`src/rtl/axi_lite_req_master.sv`:
```
// axi_lite_req_master: single-outstanding valid/ready to AXI-Lite master sequencer with sticky watchdog
module axi_lite_req_master #(
  parameter int ADDR_WIDTH = 32,
  parameter int DATA_WIDTH = 32,
  parameter int TIMEOUT_CYCLES = 256
) (
  input  logic                    clk,
  input  logic                    rst,
  input  logic                    req_valid,
  output logic                    req_ready,
  input  logic                    req_write,
  input  logic [ADDR_WIDTH-1:0]   req_addr,
  input  logic [DATA_WIDTH-1:0]   req_wdata,
  input  logic [DATA_WIDTH/8-1:0] req_wstrb,
  output logic                    rsp_valid,
  input  logic                    rsp_ready,
  output logic [DATA_WIDTH-1:0]   rsp_rdata,
  output logic [1:0]              rsp_resp,
  output logic [ADDR_WIDTH-1:0]   m_aw_addr,
  output logic                    m_aw_valid,
  input  logic                    m_aw_ready,
  output logic [DATA_WIDTH-1:0]   m_w_data,
  output logic [DATA_WIDTH/8-1:0] m_w_strb,
  output logic                    m_w_valid,
  input  logic                    m_w_ready,
  input  logic [1:0]              m_b_resp,
  input  logic                    m_b_valid,
  output logic                    m_b_ready,
  output logic [ADDR_WIDTH-1:0]   m_ar_addr,
  output logic                    m_ar_valid,
  input  logic                    m_ar_ready,
  input  logic [DATA_WIDTH-1:0]   m_r_data,
  input  logic [1:0]              m_r_resp,
  input  logic                    m_r_valid,
  output logic                    m_r_ready,
  output logic                    timeout
);
  localparam int CW = TIMEOUT_CYCLES > 0 ? $clog2(TIMEOUT_CYCLES + 1) : 1;
  localparam logic [CW-1:0] TC = CW'(TIMEOUT_CYCLES);
  typedef enum logic [2:0] {IDLE, WR, WRESP, RADDR, RDATA, RESP} state_t;
  state_t state, state_n;
  logic [ADDR_WIDTH-1:0] addr;
  logic [CW-1:0] cnt;
  logic accept, busy;
  assign m_aw_addr = addr;
  assign m_ar_addr = addr;
  always_comb begin
    req_ready = state == IDLE && !rst;
    accept = req_valid && req_ready;
    busy = state == WR || state == WRESP || state == RADDR || state == RDATA;
    m_b_ready = state == WRESP;
    m_r_ready = state == RDATA;
    rsp_valid = state == RESP;
    state_n = state;
    case (state)
      IDLE:    state_n = accept ? (req_write ? WR : RADDR) : IDLE;
      WR:      state_n = (!m_aw_valid || m_aw_ready) && (!m_w_valid || m_w_ready) ? WRESP : WR;
      WRESP:   state_n = m_b_valid ? RESP : WRESP;
      RADDR:   state_n = m_ar_ready ? RDATA : RADDR;
      RDATA:   state_n = m_r_valid ? RESP : RDATA;
      RESP:    state_n = rsp_ready ? IDLE : RESP;
      default: state_n = IDLE;
    endcase
  end
  always_ff @(posedge clk) begin
    if (rst) begin
      state <= IDLE;
      addr <= '0;
      m_w_data <= '0;
      m_w_strb <= '0;
      m_aw_valid <= 1'b0;
      m_w_valid <= 1'b0;
      m_ar_valid <= 1'b0;
      rsp_rdata <= '0;
      rsp_resp <= '0;
      cnt <= '0;
      timeout <= 1'b0;
    end else begin
      state <= state_n;
      if (accept) begin
        addr <= req_addr;
        m_aw_valid <= req_write;
        m_w_valid <= req_write;
        m_ar_valid <= !req_write;
        cnt <= '0;
        if (req_write) begin
          m_w_data <= req_wdata;
          m_w_strb <= req_wstrb;
        end
      end
      if (m_aw_valid && m_aw_ready) m_aw_valid <= 1'b0;
      if (m_w_valid && m_w_ready) m_w_valid <= 1'b0;
      if (m_ar_valid && m_ar_ready) m_ar_valid <= 1'b0;
      if (m_b_ready && m_b_valid) begin
        rsp_resp <= m_b_resp;
        rsp_rdata <= '0;
      end
      if (m_r_ready && m_r_valid) begin
        rsp_resp <= m_r_resp;
        rsp_rdata <= m_r_data;
      end
      if (busy && cnt != TC) cnt <= cnt + 1'b1;
      if (busy && TIMEOUT_CYCLES != 0 && cnt + 1'b1 == TC) timeout <= 1'b1;
    end
  end
endmodule

```
`config.mk`:
```
export PLATFORM = sky130hd
export DESIGN_NAME = axi_lite_req_master
export DESIGN_NICKNAME = d
export VERILOG_FILES = /design/src/rtl/axi_lite_req_master.sv
export SDC_FILE = /design/constraint.sdc
export NUM_CORES = 1
export LEC_CHECK = 0
export BUFFER_PORTS_ARGS = -buffer_cell sky130_fd_sc_hd__buf_2
export CELL_PAD_IN_SITES_DETAIL_PLACEMENT = 0
export CELL_PAD_IN_SITES_GLOBAL_PLACEMENT = 1
export CORE_MARGIN = 1.5
export CORE_UTILIZATION = 35
export CTS_BUF_LIST = sky130_fd_sc_hd__clkbuf_8
export CTS_CLUSTER_SIZE = 20
export DETAILED_ROUTE_END_ITERATION = 7
export PLACE_DENSITY = 0.86
export SYNTH_ARGS = -nofsm -noshare
export SYNTH_HDL_FRONTEND = slang
export SYNTH_SLANG_ARGS = --single-unit
export TNS_END_PERCENT = 10
```
`constraint.sdc`:
```
create_clock -name clk -period 4.9 [get_ports clk]
set_clock_uncertainty 0.15 [all_clocks]
set_input_delay 0.49 -clock clk [delete_from_list [all_inputs] [get_ports clk]]
set_output_delay 0.49 -clock clk [all_outputs]
set_load 0.03 [all_outputs]
```
-- After elaboration in Yosys (flattened, before gate mapping)
Cells that the tools add are included.
- input port bits: 114
- output and inout port bits: 142
- logic and storage cells: 59
- register bits: 118
- add/subtract/negate cells: 1
- multiplexer cells: 14
- eq/ne operators: 7
- reductions and logical operators: 26
- operator list (cell ; number):
    two-way mux 32 bit ; 2
    two-way mux 9 bit ; 2
    one-hot mux 3 bit (6 select lines) ; 1
    logical AND 1 bit ; 10
    two-way mux 2 bit ; 5
    adder 9 x 1 -> 9 bit (second input constant) ; 1
    equality test 9 bit (second input constant) ; 1
    two-way mux 3 bit ; 3
    inequality test 9 bit (second input constant) ; 1
    equality test 3 x 2 -> 1 bit (second input constant) ; 2
    equality test 3 bit (second input constant) ; 2
    OR reduction 2 bit ; 3
    logical OR 1 bit ; 5
    logical NOT 1 bit ; 4
    nonzero test 2 bit ; 2
    equality test 3 x 1 -> 1 bit (second input constant) ; 1
    logical NOT 3 bit ; 1
    AND reduction 2 bit ; 1
    two-way mux 1 bit ; 1

-- Logic depth before layout (Yosys ltp)
- depth in word-level cells: 6
- depth in mapped cells: 7

-- Worst setup path after synthesis
Ideal clock, no wire load.
- path type: input to register
- start: input rst
- end: register m_w_data[19]
- slack: 2.827 ns
- stages on the path: 6
- data required time: 4.618 ns
- path buffers: 2
- data arrival time: 1.790 ns
- library setup time: 0.132 ns
- cells stage by stage: buf_2 -> nor4_4 -> nand3_1 -> clkbuf_1 -> nand2_1 -> a21oi_1
- cells in the longest elaborated chain, start to end: 4
- ends and longest elaborated chain (element ; line ; text):
    start: declaration ; 8 ; input logic rst,
    logical NOT 1 bit ; 48 ; req_ready = state == IDLE && !rst;
    logical AND 1 bit ; 48 ;
    via req_ready ; 10 ; output logic req_ready,
    logical AND 1 bit ; 49 ; accept = req_valid && req_ready;
    AND reduction 2 bit (no line) ; -- ;
    end signal: assignment ; 87 ; m_w_data <= req_wdata;
    end: declaration ; 22 ; output logic [DATA_WIDTH-1:0] m_w_data,
The timed path passes the listed nets, and every way through them passes these cells.
A chain may end at the register's enable or synchronous reset.

-- Final worst setup path
- start: register state[1]
- end: output m_b_ready
- cells in the longest elaborated chain, start to end: 1
- ends and longest elaborated chain (element ; line ; text):
    start: declaration ; 41 ; state_t state, state_n;
    start signal: assignment ; 79 ; state <= state_n;
    equality test 3 x 2 -> 1 bit ; 51 ; m_b_ready = state == WRESP;
    end: declaration ; 28 ; output logic m_b_ready,
Every way passes these cells.

==> flow_summary.ini <==
[die]
dieHeight_um = 121
die_width_um = 121
fp-row-count = 42
ios = 256
fp.coreArea_sq_um = 13400
area_enclosed_by_the_die_boundary_sq_um = 14600
initial_utilization = 0.362

[route]
route.detailed.vias_per_inst = 4.79
detail_route.first_pass.iterations = 4
drc = 0
wirelength_mm = 13.5
first_iter_violations = 251
vias = 4651
ant_nets = 0
routedWlPerCell_um = 13.9

[cts]
cts-hold-fix-buffers = 0
cts_tree = built
clock_latency_ps = 430
numClockSinks = 118
max-clock-path-buffers = 2
cts-resized-gates = 0
htreeDepth = 4
cts_post_setup_buffers_inserted = 0
clock-root-buffer = clkbuf_8
cts.clk_slew.worst_paths_ps = 70
cts-buffers-inserted = 17

[worst_setup_path]
cpMaxStageDelayCell = dfxtp_1
crit_path_max_fanout = 14
timing_worst_setup_path_type = flip-flop to output port
data_required_time_at_the_worst_endpoint_ps = 4260
type_of_origin_of_the_critical_path = flip-flop
cp_data_arrival_time_ps = 1820
timing.critical_path.to_type = output port
crit_chain = nor3b_2 > buf_2
worst_path_largest_cell_delay_ps = 670

[logic_synthesis]
synth-main-ff-cell = dfxtp_1
post-synth-top-area-fraction = 0.487
postSynthRegisterBits = 118
synth_seq_area_share = 0.487
synth_warnings = 0
mapped_cell_area_sq_um = 4850
mean_area_per_synthesized_cell_sq_um = 8.36
post_synthesis_instance_total = 580
synth_largest_area_cell = dfxtp_1
async_reset_ff_frac = 0
synth_cell_type_count = 49
synthTopCellsByArea = dfxtp_1 (49%), nand2_1 (11%), a21oi_1 (7.5%)
syn-num-nets = 696
synth-edff-count = 0

[sta]
tightest_slew_ps = 923
max_clock_freq_ghz = 0.407
final-max-slew-violation-count = 0
final_min_period_over_clock_period = 0.502
max-slew-margin-rel = 0.385
rsz0062_at_grt = false
setup-tns-final_ps = 0
report.final.hold_viol_count = 0
min_period_ps = 2460
setup-violations-final = 0

[placed_design]
port_buffers = 255
dp.final_hpwl_mm = 9.52
postPlaceCellArea_sq_um = 5920
globalplace.congestion = 0.800

[cells_and_area]
mostFrequentLayoutCells = buf_2 (254), nand2_1 (147), dfxtp_1 (118), a21oi_1 (72), nor2_1 (42)
areaGrowthSynthToFinish_pct = 30.2
postLayoutCellArea_sq_um = 6310
antennaDiodeCount = 0
final_net_count = 900
layout_commonest_cell = buf_2
layout-drive-gt1-share = 0.384
filler_cell_count = 1389

[global_route]
met1_track_utilization_from_global_routing = 0.223
grt_antenna_before_repair = 0
first_global_vias = 4215
gr-total-overflow = 0
globalRouteMet3Util = 0.0594
pin_count_of_the_biggest_net_entering_global_routing = 86
gr-usage-all-layers = 0.184
first_pass_grt_wire_length_mm = 20.8
grt_most_used_layer = met2
grt_use_met2 = 0.301

[job]
max_cap_violations = 0

[status]
outcome = complete, no violations

[min_path]
worstHoldPathType = input port to flip-flop

[pwr]
vdd.ir_drop.worst_mv = 0.169
leakagePower_nw = 2.94
power.density_cell_area_nw_per_um2 = 388
-- power breakdown --
part | leakage [nW] | switching (mW) | internal, mW
registers | 0.957 | 0.0552 | 1.02
clock network | 0.201 | 0.377 | 0.496
logic | 1.78 | 0.337 | 0.164
total | 2.94 | 0.769 | 1.68
-- cell usage after synthesis, types with 3 or more instances --
| cell | instances |
|---|---|
| nand2_1 | 147 |
| dfxtp_1 | 118 |
| a21oi_1 | 73 |
| nor2_1 | 42 |
| buf_4 | 34 |
| a22oi_1 | 32 |
| clkbuf_1 | 19 |
| buf_2 | 18 |
| nand3_1 | 9 |
| inv_1 | 7 |
| nor2b_1 | 6 |
| and2_1 | 5 |
| o21ai_0 | 5 |
| a211oi_1 | 4 |
| buf_6 | 4 |
| nor3_1 | 4 |
| nor4_1 | 4 |
| a2111oi_0 | 3 |
| a311oi_1 | 3 |
| nand4_1 | 3 |
| nor4bb_1 | 3 |
| xnor2_1 | 3 |
-- worst paths after layout --
check,startpoint,endpoint,slack [ps],cells after the start
max,state[1],m_b_ready,2440,2
min,m_w_ready,m_w_valid,110,2
max reg2reg,state[0],state[0],2540,5
min reg2reg,m_w_data[17],m_w_data[17],300,2
-- logic make-up after synthesis --
family | count (synthesis) | share of synthesized area
xor gates and xnor gates | 3 | 0.00542
AOI/OAI and AO/OA | 136 | 0.179
muxes | 2 | 0.00439
and+or+nand+nor | 235 | 0.210
DFF | 118 | 0.487
adders and majority gates | 2 | 0.00516
buffers and inverters | 84 | 0.108
-- layer usage --
layer,share of wire,vias to the layer above
li1,-,2337
met1,0.44,2111
met2,0.47,190
met3,0.073,13
met4,0.013,0
met5,0,-
-- registers in the layout (all words and copies together) (netlist names) --
signal,flops
m_w_data,32
cnt,9
rsp_rdata,32
m_aw_valid,1
m_w_valid,1
rsp_resp,2
state,3
m_w_strb,4
m_ar_addr,32
timeout,1
m_ar_valid,1
-- critical path, delay by kind of cell (launching register included) --
family	cells	cell delay (ps)
and+or+nand+nor	1	430
buffers and inverters	1	290
DFF	1	670
-- stage by stage --
step	cells	power, mW	utilization	hold slack [ps]	setup slack, ps
4_1_cts	971	2.49	0.471	74.0	2420
5_1_grt	971	2.58	0.471	90.6	2300
2_1_floorplan	580	1.46	-	308	2830
6_report	971	2.45	0.471	111	2440
3_3_place_gp	941	1.60	0.442	290	2310
3_5_place_dp	941	1.60	0.442	294	2300
-- area by class of cell --
type	instances	area (sq um)	area share
inverters	7	26.3	0.00416
multi-input cells	378	1980	0.314
clock inverters	9	103	0.0163
clock buffers	21	289	0.0458
flip-flops and latches	118	2360	0.374
repair buffers	262	1330	0.211
well taps	176	220	0.0349
Note: power is estimated with default switching activity, not from simulation.
